===== src/rtl/fifo_burst_reader.sv =====
// Drain stage between sync_fifo's read port and a valid/ready consumer.
// Buffers up to two words and frames the output stream into BURST_LEN-beat bursts.
module fifo_burst_reader #(
    parameter int unsigned DATA_WIDTH = 16,
    parameter int unsigned BURST_LEN  = 4,
    parameter int unsigned CNT_WIDTH  = 8
) (
    input  logic                  clk,
    input  logic                  reset,
    input  logic                  flush,
    input  logic                  enable,
    input  logic                  fifo_empty,
    output logic                  read_req,
    input  logic [DATA_WIDTH-1:0] read_data,
    input  logic                  rdata_valid,
    output logic                  out_valid,
    input  logic                  out_ready,
    output logic [DATA_WIDTH-1:0] out_data,
    output logic                  out_last,
    output logic                  busy,
    output logic [CNT_WIDTH-1:0]  bursts_done
);

    localparam int unsigned BEAT_W = (BURST_LEN > 1) ? $clog2(BURST_LEN) : 1;
    localparam logic [BEAT_W-1:0] LAST_BEAT = BEAT_W'(BURST_LEN - 1);

    typedef enum logic {
        IDLE,
        ACTIVE
    } state_e;

    state_e                state_q, state_d;
    logic [1:0]            count_q, count_d;
    logic                  inflight_q, inflight_d;
    logic [DATA_WIDTH-1:0] head_q, head_d;
    logic [DATA_WIDTH-1:0] tail_q, tail_d;
    logic [BEAT_W-1:0]     beat_q, beat_d;
    logic [CNT_WIDTH-1:0]  bursts_q, bursts_d;
    logic                  valid_q, valid_d;
    logic                  last_q, last_d;
    logic                  busy_q, busy_d;

    logic                  xfer;
    logic                  wr;
    logic                  credit_ok;
    logic                  at_last;
    logic [1:0]            eff_count;

    // Credit uses the pre-transfer count so a landing word always has a slot.
    assign credit_ok = ({1'b0, count_q} + {2'b00, inflight_q}) < 3'd2;
    assign read_req  = enable & ~fifo_empty & ~flush & ~reset & credit_ok;

    assign xfer      = valid_q & out_ready;
    assign wr        = rdata_valid & inflight_q & ~flush;
    assign at_last   = (beat_q == LAST_BEAT);
    assign eff_count = count_q - {1'b0, xfer};

    always_comb begin
        state_d    = state_q;
        count_d    = count_q;
        inflight_d = read_req;
        head_d     = head_q;
        tail_d     = tail_q;
        beat_d     = beat_q;
        bursts_d   = bursts_q;

        if (xfer) begin
            head_d  = tail_q;
            count_d = eff_count;
            if (at_last) begin
                beat_d   = '0;
                bursts_d = bursts_q + CNT_WIDTH'(1);
            end else begin
                beat_d = beat_q + BEAT_W'(1);
            end
        end

        // Writes land after the shift so a simultaneous pop and push keeps order.
        if (wr) begin
            if (eff_count == 2'd0) begin
                head_d = read_data;
            end else begin
                tail_d = read_data;
            end
            count_d = eff_count + 2'd1;
        end

        case (state_q)
            IDLE:    if (count_d != 2'd0) state_d = ACTIVE;
            ACTIVE:  if (xfer && at_last && count_d == 2'd0) state_d = IDLE;
            default: state_d = IDLE;
        endcase

        if (flush) begin
            state_d    = IDLE;
            count_d    = '0;
            inflight_d = 1'b0;
            head_d     = '0;
            tail_d     = '0;
            beat_d     = '0;
        end

        valid_d = (count_d != 2'd0);
        last_d  = valid_d & (beat_d == LAST_BEAT);
        busy_d  = valid_d | inflight_d;
    end

    always_ff @(posedge clk or posedge reset) begin
        if (reset) begin
            state_q    <= IDLE;
            count_q    <= '0;
            inflight_q <= 1'b0;
            head_q     <= '0;
            tail_q     <= '0;
            beat_q     <= '0;
            bursts_q   <= '0;
            valid_q    <= 1'b0;
            last_q     <= 1'b0;
            busy_q     <= 1'b0;
        end else begin
            state_q    <= state_d;
            count_q    <= count_d;
            inflight_q <= inflight_d;
            head_q     <= head_d;
            tail_q     <= tail_d;
            beat_q     <= beat_d;
            bursts_q   <= bursts_d;
            valid_q    <= valid_d;
            last_q     <= last_d;
            busy_q     <= busy_d;
        end
    end

    assign out_valid   = valid_q;
    assign out_data    = head_q;
    assign out_last    = last_q;
    assign busy        = busy_q;
    assign bursts_done = bursts_q;

endmodule

===== config.mk =====
export PLATFORM = sky130hd
export DESIGN_NAME = fifo_burst_reader
export DESIGN_NICKNAME = d
export VERILOG_FILES = /design/src/rtl/fifo_burst_reader.sv
export SDC_FILE = /design/constraint.sdc
export NUM_CORES = 1
export LEC_CHECK = 0
export ABC_CLOCK_PERIOD_IN_PS = 2550
export CAP_MARGIN = 40
export CORE_MARGIN = 2
export CORE_UTILIZATION = 49
export DETAILED_ROUTE_END_ITERATION = 6
export PLACE_DENSITY = 0.79
export SYNTH_ARGS = -nofsm -noshare
export SYNTH_HDL_FRONTEND = slang
export SYNTH_SLANG_ARGS = --single-unit

===== constraint.sdc =====
create_clock -name clk -period 2.55 [get_ports clk]
set_input_delay 0.255 -clock clk [delete_from_list [all_inputs] [get_ports clk]]
set_output_delay 0.255 -clock clk [all_outputs]
set_load 0.005 [all_outputs]

* After elaboration in Yosys (flattened, before gate mapping)
Index checks and enable logic that the tools add are counted.
** Operators by class
- Add/sub/neg operators :: 5
- Magnitude comparators :: 1
- Equality and inequality tests :: 3
- Multiplexer cells :: 14
- Bitwise gates (word level) :: 12
- Reduce and logical (&&, ||, !) cells :: 5
** Operators by type and width (count)
- two-way mux 16 bit :: 7
- two-way mux 2 bit :: 6
- adder 8 x 1 -> 8 bit (second input constant) :: 1
- bitwise AND 1 bit :: 8
- adder 2 x 1 -> 2 bit (second input constant) :: 2
- == test 2 bit (second input constant) :: 2
- AND reduction 2 bit :: 2
- nonzero test 2 bit :: 2
- adder 2 x 1 -> 3 bit :: 1
- < comparator 3 x 2 -> 1 bit (second input constant) :: 1
- NOT 1 bit :: 3
- logical NOT 2 bit :: 1
- != test 2 bit (second input constant) :: 1
- subtractor 2 x 1 -> 2 bit :: 1
- two-way mux 1 bit :: 1
- OR 1 bit :: 1
** Storage, ports and cells
- Register bits :: 48
- Input port bits :: 23
- Output and inout port bits :: 28
- Logic and storage cells :: 49

* Depth between registers and ports, before layout
Gate-level depths: netlist (run 1).
- Word-level depth :: 7
- Gate-level depth with buffers :: 8
- Mapped depth without buffers :: 6

* Worst setup path before layout (run 1)
Ideal clock, no wire load.
- Path type :: flip-flop to flip-flop
- Start :: register valid_q, in the netlist out_valid
- End :: register tail_q[0]
- Setup time :: 0.065 ns
- Arrival :: 1.756 ns
- Data required time :: 2.485 ns
- Setup slack :: 0.729 ns
- Cell stages (with the launch flop) :: 9
- Path buffers :: 2
- Period minus slack after synthesis :: 1.821 ns
- Cell sequence :: dfrtp_1 -> buf_4 -> nand2_4 -> xor2_1 -> ha_1 -> nor2_1 -> nor2_1 -> buf_2 -> a22o_1
** Between the ends
- Cells in the longest elaborated chain, start to end :: 5
** Ends and longest elaborated chain
- from (decl) :: RTL line 39 : logic valid_q, valid_d;
- from (signal assigned) :: RTL line 128 : valid_q <= valid_d;
- bitwise AND 1 bit :: RTL line 53 : assign xfer = valid_q & out_ready;
- subtractor 2 x 1 -> 2 bit :: RTL line 56 : assign eff_count = count_q - {1'b0, xfer};
- logical NOT 2 bit :: RTL line 80 : if (eff_count == 2'd0) begin
- != test 2 bit (no line)
- AND reduction 2 bit (no line)
- to (signal assigned) :: RTL line 125 : tail_q <= tail_d;
- to (decl) :: RTL line 36 : logic [DATA_WIDTH-1:0] tail_q, tail_d;
No other way between the ends.
A chain may end at the register's enable or synchronous reset.

* Worst setup path in the final report (run 1)
- Start :: register inflight_q
- End :: output read_req
** Between the ends
- Cells in the longest elaborated chain, start to end :: 3
** Ends and longest elaborated chain
- from (decl) :: RTL line 34 : logic inflight_q, inflight_d;
- from (signal assigned) :: RTL line 123 : inflight_q <= inflight_d;
- adder 2 x 1 -> 3 bit :: RTL line 50 : assign credit_ok = ({1'b0, count_q} + {2'b00, inflight_q}) < 3'd2;
- < comparator 3 x 2 -> 1 bit :: RTL line 50
- bitwise AND 1 bit :: RTL line 51 : assign read_req = enable & ~fifo_empty & ~flush & ~reset & credit_ok;
- to (decl) :: RTL line 13 : output logic read_req,
No other way between the ends.

==> reports/results.tsv, run 1 <==
metric	value	unit
muxShareOfSynthArea	0.998	%
via_count	1719	
syn-instance-count	195	
drc	0	
final_antenna_net_count	0	
worstSetupStartpoint	inflight_q	
initial_core_util	52.2	%
grt_setup_unrepaired	no	
required	2300	ps
dp_worst_setup_slack	213	ps
grt_max_degree	30	
timing.slew.headroom	60.8	%
io_pins	51	
finalCriticalPeriod	2170	ps
p_int	1.27	mW
swShare	28.1	%
fillers	315	
post-place-cells	293	
path_cells	a211o_1 -> nor4b_2 -> clkdlybuf4s50_1	
cts-resized-gates	0	
ys.warnings.count	0	
synth-edff-count	0	
synth_top_family_by_area	simple AND/OR/NAND/NOR gates	
cts.clk_slew.worst_paths	90	ps
async_flop_share	100	%
post_cts_buffers	0	
place_hpwl	3300	um
p_switching	0.495	mW
yosys.area_share.simple	16.9	%
port_buffers	50	
synth_common_cells	dfrtp_1, nand3_1, nor2_1	
rows	23	
powerDensity	625	nW/um2
dr.pass1.iters	5	
finalNonFillerCells	301	
synthAdderAreaFrac	1.76	%
wl	4760	um
worstPathArrival	1910	ps
ys.flop_type	dfrtp_1	
regToRegEndpoint	tail_q[9]	
syn_area	2130	um2
synth-seq-cells	48	
synth_xor_area_share	3.70	%
status	finished clean	
worst_slew_pin_slew	587	ps
cts_root_buf	clkbuf_8	
worst_slack	382	ps
insertion_delay	300	ps
finalHoldViolCount	0	
antenna_found_initial	0	
drive_gt1_share	11.6	%
tritoncts	done	
ctsLongestPathBuffers	2	
grt.overflow.total	0	
antennaDiodeCount	0	
min_path_type	input port to async pin	
cts_buffers	5	
peakVddDrop	382	uV
pwr-share-clk	30.7	%
drtIter0Drc	193	
criticalPathCategory	flip-flop to output port	
fp.coreArea	4090	um2
cp-end-kind	output port	
r2r_start	count_q[0]	
grt_first_pass_wirelength	8180	um
final_nets	276	
max_stage_delay	560	ps
maxSlewViolCount	0	
power_leakage	1.25	nW
grt_pass1_vias	1688	
combPwrFrac	21.8	%
gp_congestion	0.770	
clock_skew	8.51	ps
die-area	4890	um2
avgViaCountPerCell	5.71	
r2r_cells	7	
syn_nets	221	
synth-compound-area-share	16.0	%
synthMostInstantiatedCell	dfrtp_1	
area_growth	32.3	%
wl_per_cell	15.8	um
drv_cap	0	
yosysSeqAreaShare	56.3	%
holdBufCountCts	0	
startpoint_type	flip-flop	
clock_sinks	48	
grt_usage	21.0	%
synth_area_leaders	dfrtp_1, a22o_1, a311oi_1	
setup_viol	0	
die_y	70.0	um
fmax	461	MHz
synth_top_area_cell	dfrtp_1	
r2r_slack	570	ps
critPathSlowestCell	clkdlybuf4s50_1	
ys_types	29	
final.setup.tns	0	ps
min_period_over_period	85.0	%
dieWidth	70.0	um
avgSynthCellArea	10.9	um2
power_frac_seq	47.5	%
crit_fanout	4	
h-tree-depth	2	
synth_top_area_share	56.3	%
## cells in the final DEF (no fill, tap or decap), types with 2 or more instances in the layout
cell,instances
xor2_1,5
buf_4,12
a311oi_1,16
a21oi_1,3
a22o_1,16
nand3_1,25
clkdlybuf4s50_1,50
xnor2_1,4
nor2_1,22
dfrtp_1,48
inv_1,3
ha_1,3
nand2_1,19
clkbuf_8,5
a211o_1,2
a21bo_2,2
## critical path, delay by kind of cell (launching register included)
kind,cells,cell delay [ps]
compound gates,1,340
buf+inv,1,560
simple gates,1,300
flops,1,420
## registers in the layout, indices dropped and copies added (netlist names)
| signal | count |
|---|---|
| out_data | 16 |
| tail_q | 16 |
| bursts_done | 8 |
| beat_q | 2 |
| count_q | 2 |
| busy | 1 |
| inflight_q | 1 |
| out_last | 1 |
| out_valid | 1 |
## cell families (layout without fill, tap and decap cells)
| logic type | count (synthesis) | in the layout |
|---|---|---|
| mux | 2 | 2 |
| buf+inv | 18 | 74 |
| compound gates | 40 | 40 |
| xor+xnor | 9 | 9 |
| simple gates | 75 | 75 |
| fa+ha+maj | 3 | 3 |
| flops | 48 | 48 |
## metal layers
layer	wire, um	part of all wire [%]	vias up	track usage (%)
li1	-	-	812	-
met1	2110	44	825	30.6
met2	2270	48	74	31.5
met3	320	6.7	8	4.76
met4	55	1.2	0	5.98
met5	0	0	-	0
## worst max path at each step
stage / to / slack (ps) / cells past startpoint
final: read_req / 380 / 3
after global routing: read_req / 260 / 3
after CTS: read_req / 370 / 3
after detailed placement: tail_q[7] / 210 / 8
after global placement: tail_q[8] / 90 / 7
after floorplan: tail_q[0] / 730 / 8
## cell type report
class,count,area [um2],share of cell area (%)
Clock buffer,5,68.8,2.44
Timing Repair Buffer,62,591,20.9
Clock inverter,3,42.5,1.51
Sequential cell,48,1200,42.6
Tap cell,50,62.6,2.22
Multi-Input combinational cell,129,840,29.8
Inverter,4,15.0,0.532
## power by group through the flow
stage	Combinational (mW)	Clock [mW]	Sequential, mW
4_1_cts	0.386	0.553	0.838
2_1_floorplan	0.227	0	0.845
6_report	0.383	0.541	0.838
5_1_grt	0.420	0.575	0.847
3_5_place_dp	0.384	0	0.853
3_3_place_gp	0.380	0	0.853
## per-stage QoR
| step | util [%] | total power [mW] | hold WS (ps) | instance area [um2] |
|---|---|---|---|---|
| 2_1_floorplan | - | 1.07 | 326 | 2130 |
| 3_3_place_gp | 66.1 | 1.23 | 460 | 2700 |
| 3_5_place_dp | 66.3 | 1.24 | 470 | 2710 |
| 4_1_cts | 69.0 | 1.78 | 392 | 2820 |
| 5_1_grt | 69.0 | 1.84 | 447 | 2820 |
| 6_report | 69.0 | 1.76 | 385 | 2820 |
Note: power is estimated with default switching activity, not from simulation.
==> run 2, diff against run 1 <==
--- a/config.mk
+++ b/config.mk
@@ -7,7 +7,6 @@
 export LEC_CHECK = 0
 export ABC_CLOCK_PERIOD_IN_PS = 2550
 export CAP_MARGIN = 40
-export CORE_MARGIN = 2
 export CORE_UTILIZATION = 49
 export DETAILED_ROUTE_END_ITERATION = 6
 export PLACE_DENSITY = 0.79
==> run 2 against run 1 <==
  * Count of clock-buffer cells in the layout rose by 1
  * Global-route usage is 1.9 points higher
  * Final area is 1.7% lower
  * Critical path depth is the same
  * Sequential power is 1% higher
  * Non-clock buffer count shrank 2
  * Hold slack improved by 43 ps
  * Sequential cell count unchanged
==> reports/results.tsv, run 2 (synthesized netlist as in run 1, its figures left out) <==
metric	value	unit
layout_commonest_cell	clkdlybuf4s50_1	
dp_worst_setup_slack	181	ps
status	finished clean	
cts_root_buf	clkbuf_8	
rows	23	
finalCriticalPeriod	2160	ps
cts-resized-gates	0	
power_leakage	1.23	nW
criticalPathCategory	flip-flop to output port	
startpoint_type	flip-flop	
power_frac_seq	51.8	%
insertion_delay	310	ps
fillers	322	
grt.overflow.total	0	
drive_gt1_share	10.1	%
cts.clk_slew.worst_paths	80	ps
critPathSlowestCell	clkdlybuf4s50_1	
holdBufCountCts	0	
via_count	1679	
antenna_found_initial	0	
ctsLongestPathBuffers	2	
grt_pass1_vias	1607	
gp_congestion	0.738	
dr.pass1.iters	6	
fmax	463	MHz
final_cell_mix	clkdlybuf4s50_1, dfrtp_1, nand3_1	
final_nets	274	
p_int	1.15	mW
clock_sinks	48	
final-seq-area	1200	um2
max_stage_delay	550	ps
final_antenna_net_count	0	
cts_buffers	5	
powerDensity	591	nW/um2
min_period_over_period	84.7	%
finalHoldViolCount	0	
wl_per_cell	15.4	um
die_y	68.0	um
h-tree-depth	2	
clock_skew	6.67	ps
dieWidth	68.0	um
pwr-share-clk	26.8	%
path_cells	a211o_1 -> nor4b_2 -> clkdlybuf4s50_1	
die-area	4620	um2
drtIter0Drc	133	
worstPathArrival	1910	ps
avgViaCountPerCell	5.63	
peakVddDrop	400	uV
min_path_type	input port to async pin	
drv_cap	0	
r2r_slack	460	ps
grt_first_pass_wirelength	7560	um
fp.coreArea	4090	um2
crit_family	buffers and inverters	
worst_slew_pin_slew	591	ps
grt_setup_unrepaired	no	
antennaDiodeCount	0	
post_cts_buffers	0	
crit_buf_inv	1	
drc	0	
r2r_start	out_valid	
final.setup.tns	0	ps
worst_slack	390	ps
p_switching	0.488	mW
swShare	29.8	%
initial_core_util	52.2	%
io_pins	51	
r2r_cells	7	
maxSlewViolCount	0	
place_hpwl	3050	um
crit_fanout	4	
grt_max_degree	49	
port_buffers	50	
regToRegEndpoint	tail_q[1]	
combPwrFrac	21.4	%
timing.slew.headroom	60.6	%
wl	4590	um
area_growth	30.0	%
setup_viol	0	
required	2300	ps
grt_usage	22.9	%
tritoncts	done	
multi_input_area	840	um2
cp-end-kind	output port	
## run 2: power by group through the flow
stage	sequential, mW	clock (mW)	combinational [mW]
finish	0.848	0.439	0.351
CTS	0.848	0.446	0.353
detailed placement	0.862	0	0.351
global route	0.855	0.477	0.388
floorplan	0.845	0	0.227
global placement	0.860	0	0.345
## run 2: worst max-delay path by stage
stage	startpoint	end	slack (ps)	cells after the start
floorplan	out_valid	tail_q[0]	730	8
global placement	out_ready	tail_q[5]	30	7
detailed placement	out_ready	tail_q[10]	180	8
CTS	inflight_q	read_req	370	3
global route	inflight_q	read_req	280	3
finish	inflight_q	read_req	390	3
## run 2: layout make-up
| type | instances | area share [%] |
|---|---|---|
| clock buffer | 6 | 2.62 |
| clock inverter | 1 | 0.181 |
| tap | 50 | 2.26 |
| multi-input combinational | 129 | 30.3 |
| inverter | 4 | 0.542 |
| sequential | 48 | 43.3 |
| timing repair buffer | 60 | 20.8 |
## run 2: per-stage QoR
stage | hold WS [ps] | instances | instance area, um2 | utilization [%] | power [mW]
2_1_floorplan | 326 | 195 | 2130 | - | 1.07
3_3_place_gp | 460 | 290 | 2690 | 65.7 | 1.21
3_5_place_dp | 481 | 291 | 2690 | 65.9 | 1.21
4_1_cts | 464 | 298 | 2770 | 67.8 | 1.65
5_1_grt | 504 | 298 | 2770 | 67.8 | 1.72
6_report | 428 | 298 | 2770 | 67.8 | 1.64
## run 2: worst register-to-register path: stages (launching register included)
cell,delay [ps]
dfrtp_1,510
nand3b_1,130
xor2_1,230
ha_1,250
nor2_1,60
nor2_1,430
buf_4,270
a22o_1,150
## run 2: per-layer routing
metal / track usage (%) / vias to the layer above / routed length (um)
li1: - / 808 / -
met1: 31.9 / 819 / 2250
met2: 33.5 / 44 / 2020
met3: 6.17 / 8 / 223
met4: 9.64 / 0 / 95
met5: 0 / - / 0
==> variant 1 (config.mk and constraints of run 2) <==
Make the reset (`reset`) synchronous in one clocked block.
--- a/src/rtl/fifo_burst_reader.sv
+++ b/src/rtl/fifo_burst_reader.sv
@@ -107,3 +107,3 @@
 
-    always_ff @(posedge clk or posedge reset) begin
+    always_ff @(posedge clk) begin
         if (reset) begin
Formal check against the unedited RTL: differs if reset is asserted again (counterexample within 4 cycles, from zero or initial values and one cycle with reset high); with reset held inactive, the same outputs for 10 cycles.
==> variant 1 against run 2 <==
- first-iteration DRC count grew 38%
- sequential cell count unchanged
- worst setup slack worse by 4.7 ps
- via count increased by 12%
- global-route usage down 1.4 points
- cell area is 3.0% lower
- wire length fell by 1.3%
- utilization shrank 1.1 points
- maximum frequency is 0.22% lower
- count of clock-buffer cells in the layout stayed put
- area after synthesis shrank 2.6%
- critical path type is now input pin to register
Power is not compared: it rests on default switching activity, and its combinational part moved more than twofold at a synthesized area within 25%.
==> variant 1: results (changes against run 2) <==
initial DRC count: 183 (+38%)
R2R Setup Slk: 600 ps (+140 ps)
setup bufs post-CTS: 0 (unchanged)
Slew HR: 54.34% (-6.3 points)
WP data arrival: 2370 ps (+460 ps)
GRT Total Usage: 21.46% (-1.4 points)
nets@finish: 314 (+15%)
Syn Nets: 271 (+23%)
capturing point of the worst reg2reg path: out_data[10]$_SDFF_PP0_
Main synth FF type: dfxtp_1
Pleak: 0.8797 nW
first-pass GRT wire length: 7245 um (-4.1%)
Synth top cells by count: nand2_1, dfxtp_1, a21oi_1
Async SR Flop Fraction: 0% (-100 points)
clk_skew: 10.80 ps (+4.133 ps)
layout cells sized above 1: 6.920% (-3.2 points)
Total Routed Length: 4528 um (-1.3%)
Max-cap violations: 0 (unchanged)
cts bufs inserted: 5 (unchanged)
smallest hold slack: 457.9 ps (+30.10 ps)
post-DR wirelength/cell: 13.36 um (-13%)
number of global-route vias before repair: 1588 (-1.2%)
dpl cell area: 2580 um2 (-4.2%)
# port buffers: 50 (unchanged)
largest net degree at the start of global routing: 37 (-24%)
number of warnings issued by yosys: 0 (unchanged)
placed cell count: 331 (+14%)
initial antenna violation count: 0 (unchanged)
synth top area cells: dfxtp_1, nand2_1, a311oi_1
Clock transition at path regs: 90 ps
gpl congestion: 0.8373 (+13%)
TritonRoute pass-1 iters: 4 (-2)
Worst R2R Start: out_valid$_SDFF_PP0_
hold path depth: 2
post-CTS sizing: 0 (unchanged)
end of the worst hold path: tail_q[1]$_SDFFE_PP0P_
Min-Delay Path Class: register to register
outcome: completed
VDD IR max: 0.3648 mV
Worst Reg-to-Reg Cells: 7 (unchanged)
sequential area share after synthesis: 46.27% (-10 points)
H-tree lvl count: 2 (unchanged)
Unique masters post-synth: 38 (+31%)
hold wc startpoint: tail_q[1]$_SDFFE_PP0P_
CTS max path bufs: 2 (unchanged)
hpwl dp: 2967 um (-2.7%)
via count: 1884 (+12%)
clk root buf: clkbuf_8
CP Max Fanout: 32 (+28)
syn avg cell area: 8.478 um2 (-22%)
n_diodes: 0 (unchanged)
clk_lat worst skew: 300 ps
-- variant 1: cell types whose count changed in the layout (fill, tap and decap cells not counted), sizes merged, moves of 5 or more --
| cell | delta |
|---|---|
| dfxtp | +48 |
| nand3 | -6 |
| nand2 | +32 |
| buf | -5 |
| a22o | -16 |
| a21oi | +20 |
| dfrtp | -48 |
| o31ai | +5 |
-- variant 1: report_power, final --
part | internal, mW | switching [mW]
Sequential | 0.752 | 0.00194
Clock | 0.291 | 0.249
Combinational | 0.0430 | 0.0382
Total | 1.09 | 0.289
-- variant 1: through the flow --
step	worst slack, ps	util, %
detailed placement	103.8	64.04
global placement	234.6	64.04
global route	249.9	66.71
finish	385.2	66.71
CTS	418.9	66.71
floorplan	677.4	-
-- variant 1: worst max path at each step --
stage	start	to	slack, ps
after floorplan	out_valid$_SDFF_PP0_	tail_q[10]$_SDFFE_PP0P_	680
after global placement	out_ready	tail_q[15]$_SDFFE_PP0P_	230
after detailed placement	out_ready	out_data[10]$_SDFF_PP0_	100
after CTS	reset	read_req	420
after global routing	reset	read_req	250
final	out_ready	out_data[10]$_SDFF_PP0_	390
-- variant 1: metal layers --
metal / GRT usage, % / part of all wire, %
met2: 34.25 / 48
met5: 0 / 0
met4: 6.649 / 0.97
met3: 5.822 / 5.1
met1: 27.93 / 46
-- variant 1: kinds of logic after synthesis --
family                   Yosys count  synth area share [%]
AO/OA/AOI/OAI                     53                 17.41
multiplexers                       1                0.4819
buffers and inverters             23                 6.144
flip-flops                        48                 46.26
AND/OR/NAND/NOR                  114                 26.63
XOR/XNOR                           3                 1.265
adder cells (fa/ha/maj)            3                 1.807
-- variant 1: cell type report --
class                   count  area (um2)
well taps                  50       62.56
clock buffers               6       72.57
repair buffers             55       538.0
flip-flops and latches     48       960.9
fillers                   340        1341
inverters                   4       15.01
multi-input cells         174        1003
clock inverters             2       35.03
-- variant 1: critical path, stage by stage --
cell             delay [ps]
clkdlybuf4s50_1         600
nand3b_1                220
xor2_1                  210
ha_1                    250
nand4b_1                110
buf_4                   310
nor2_1                   90
a311oi_1                300
==> variant 2 (settings of run 2) <==
Without the edit above. `CNT_WIDTH`: 8 -> 10.
--- a/src/rtl/fifo_burst_reader.sv
+++ b/src/rtl/fifo_burst_reader.sv
@@ -5,3 +5,3 @@
     parameter int unsigned BURST_LEN  = 4,
-    parameter int unsigned CNT_WIDTH  = 8
+    parameter int unsigned CNT_WIDTH  = 10
 ) (
Interface: changed (resized bursts_done); port bits go from 51 to 53. No check against the original RTL was run, so the function may have changed too.
==> variant 2 against run 2 <==
- register-to-register slack got worse by 110 ps
- die area rose by 7.5%
- area after synthesis rose by 7.7%
- via count rose by 15%
- cell area rose by 7.7%
- largest cell class unchanged
- first-iteration DRC count rose by 56%
- final cell count rose by 17%
- worst setup slack got worse by 40 ps
- critical path depth rose by 4
- wire length rose by 10%
- sequential cell count rose by 2
Power is not compared: it rests on default switching activity, and its combinational part moved more than twofold at a synthesized area within 25%.
==> variant 2: results (changes against run 2) <==
Unique masters post-synth: 31 (+6.9%)
largest net degree at the start of global routing: 51 (+4.1%)
post-synthesis adder-cell area fraction: 1.635% (-0.13 points)
post-DR vias/cell: 5.560 (-1.3%)
GRT Total Usage: 21.61% (-1.3 points)
met2 Use GR: 35.45% (+2.0 points)
multiplexer area fraction after synthesis: 0.4905% (-0.51 points)
post-DR wirelength/cell: 14.54 um (-5.6%)
nets@finish: 321 (+17%)
layout cells sized above 1: 7.095% (-3.0 points)
Slew HR: 59.23% (-1.4 points)
placed cell count: 340 (+17%)
# port buffers: 52 (+4.0%)
first-pass GRT wire length: 8500 um (+13%)
outcome: completed
hpwl dp: 3424 um (+12%)
TritonRoute pass-1 iters: 5 (-1)
initial DRC count: 207 (+56%)
CP Max Fanout: 32 (+28)
met1 usage: 28.37% (-3.6 points)
dpl cell area: 2879 um2 (+6.9%)
slowest cell delay on critical path: 580 ps (+30 ps)
syn avg cell area: 9.448 um2 (-14%)
sequential area share after synthesis: 54.50% (-1.8 points)
synth top area cells: dfrtp_1, nand2_1, a311oi_1
met3 Use GR: 4.185% (-2.0 points)
XOR/XNOR Fraction of Synth Area: 3.815% (+0.12 points)
clk_lat worst skew: 290 ps (-20 ps)
gpl congestion: 0.8161 (+11%)
Synth top cells by count: nand2_1, dfrtp_1, nand3_1
Place WS: 264.6 ps (+83.49 ps)
clk_skew: 8.086 ps (+1.419 ps)
Syn Nets: 269 (+22%)
number of global-route vias before repair: 1850 (+15%)
WP data arrival: 2380 ps (+470 ps)
[variant 2: cell count changes in the layout (fill, tap and decap cells not counted), sizes merged, moves of 3 or more]
cell	run 2	this run
nor2	22	19
a22o	16	0
a21oi	4	20
nand2	21	55
nand3	25	20
a21boi	0	3
[variant 2: final timing paths]
| kind | slack [ps] | startpoint | cells after the start | endpoint |
|---|---|---|---|---|
| max in group asynchronous | 1660 | reset | 3 | tail_q[14]$_DFFE_PP0P_ |
| setup reg to reg | 350 | out_valid$_DFF_PP0_ | 7 | out_data[4]$_DFF_PP0_ |
| setup / recovery | 350 | out_valid$_DFF_PP0_ | 7 | out_data[4]$_DFF_PP0_ |
| hold reg to reg | 470 | bursts_done[9]$_DFFE_PP0P_ | 1 | bursts_done[9]$_DFFE_PP0P_ |
| hold / removal | 470 | reset | 3 | inflight_q$_DFF_PP0_ |
| min in group clk | 470 | bursts_done[9]$_DFFE_PP0P_ | 1 | bursts_done[9]$_DFFE_PP0P_ |
[variant 2: power by group]
part           internal [mW]  total (mW)  switching, mW
clock network          0.249       0.495          0.246
logic                 0.0737       0.155         0.0814
registers              0.805       0.819         0.0138
total                   1.13        1.47          0.341
[variant 2: cell families (layout without fill, tap and decap cells)]
kind of cell / after synthesis / in the layout
XOR/XNOR: 10 / 10
flip-flops: 50 / 50
AND/OR/NAND/NOR: 112 / 112
AO/OA/AOI/OAI: 45 / 45
adder cells (fa/ha/maj): 3 / 3
multiplexers: 1 / 1
buffers and inverters: 22 / 75
[variant 2: layer usage]
| layer | up-vias | part of all wire, % |
|---|---|---|
| li1 | 947 | - |
| met5 | - | 0 |
| met1 | 926 | 43 |
| met4 | 0 | 1.4 |
| met2 | 54 | 51 |
| met3 | 8 | 4.2 |
[variant 2: area by class of cell]
type | count | area, um2
Sequential cell | 50 | 1251
Multi-Input combinational cell | 171 | 952.2
Timing Repair Buffer | 61 | 588.1
Clock inverter | 1 | 8.758
Clock buffer | 7 | 96.34
Inverter | 6 | 22.52
Tap cell | 52 | 65.06
Fill cell | 344 | 1430
[variant 2: critical path, delay by kind of cell (launching register included)]
kind                     cells  cell delay [ps]
buffers and inverters        1              310
AND/OR/NAND/NOR              3              550
flip-flops                   1              580
XOR/XNOR                     1              120
adder cells (fa/ha/maj)      1              210
AO/OA/AOI/OAI                1              310
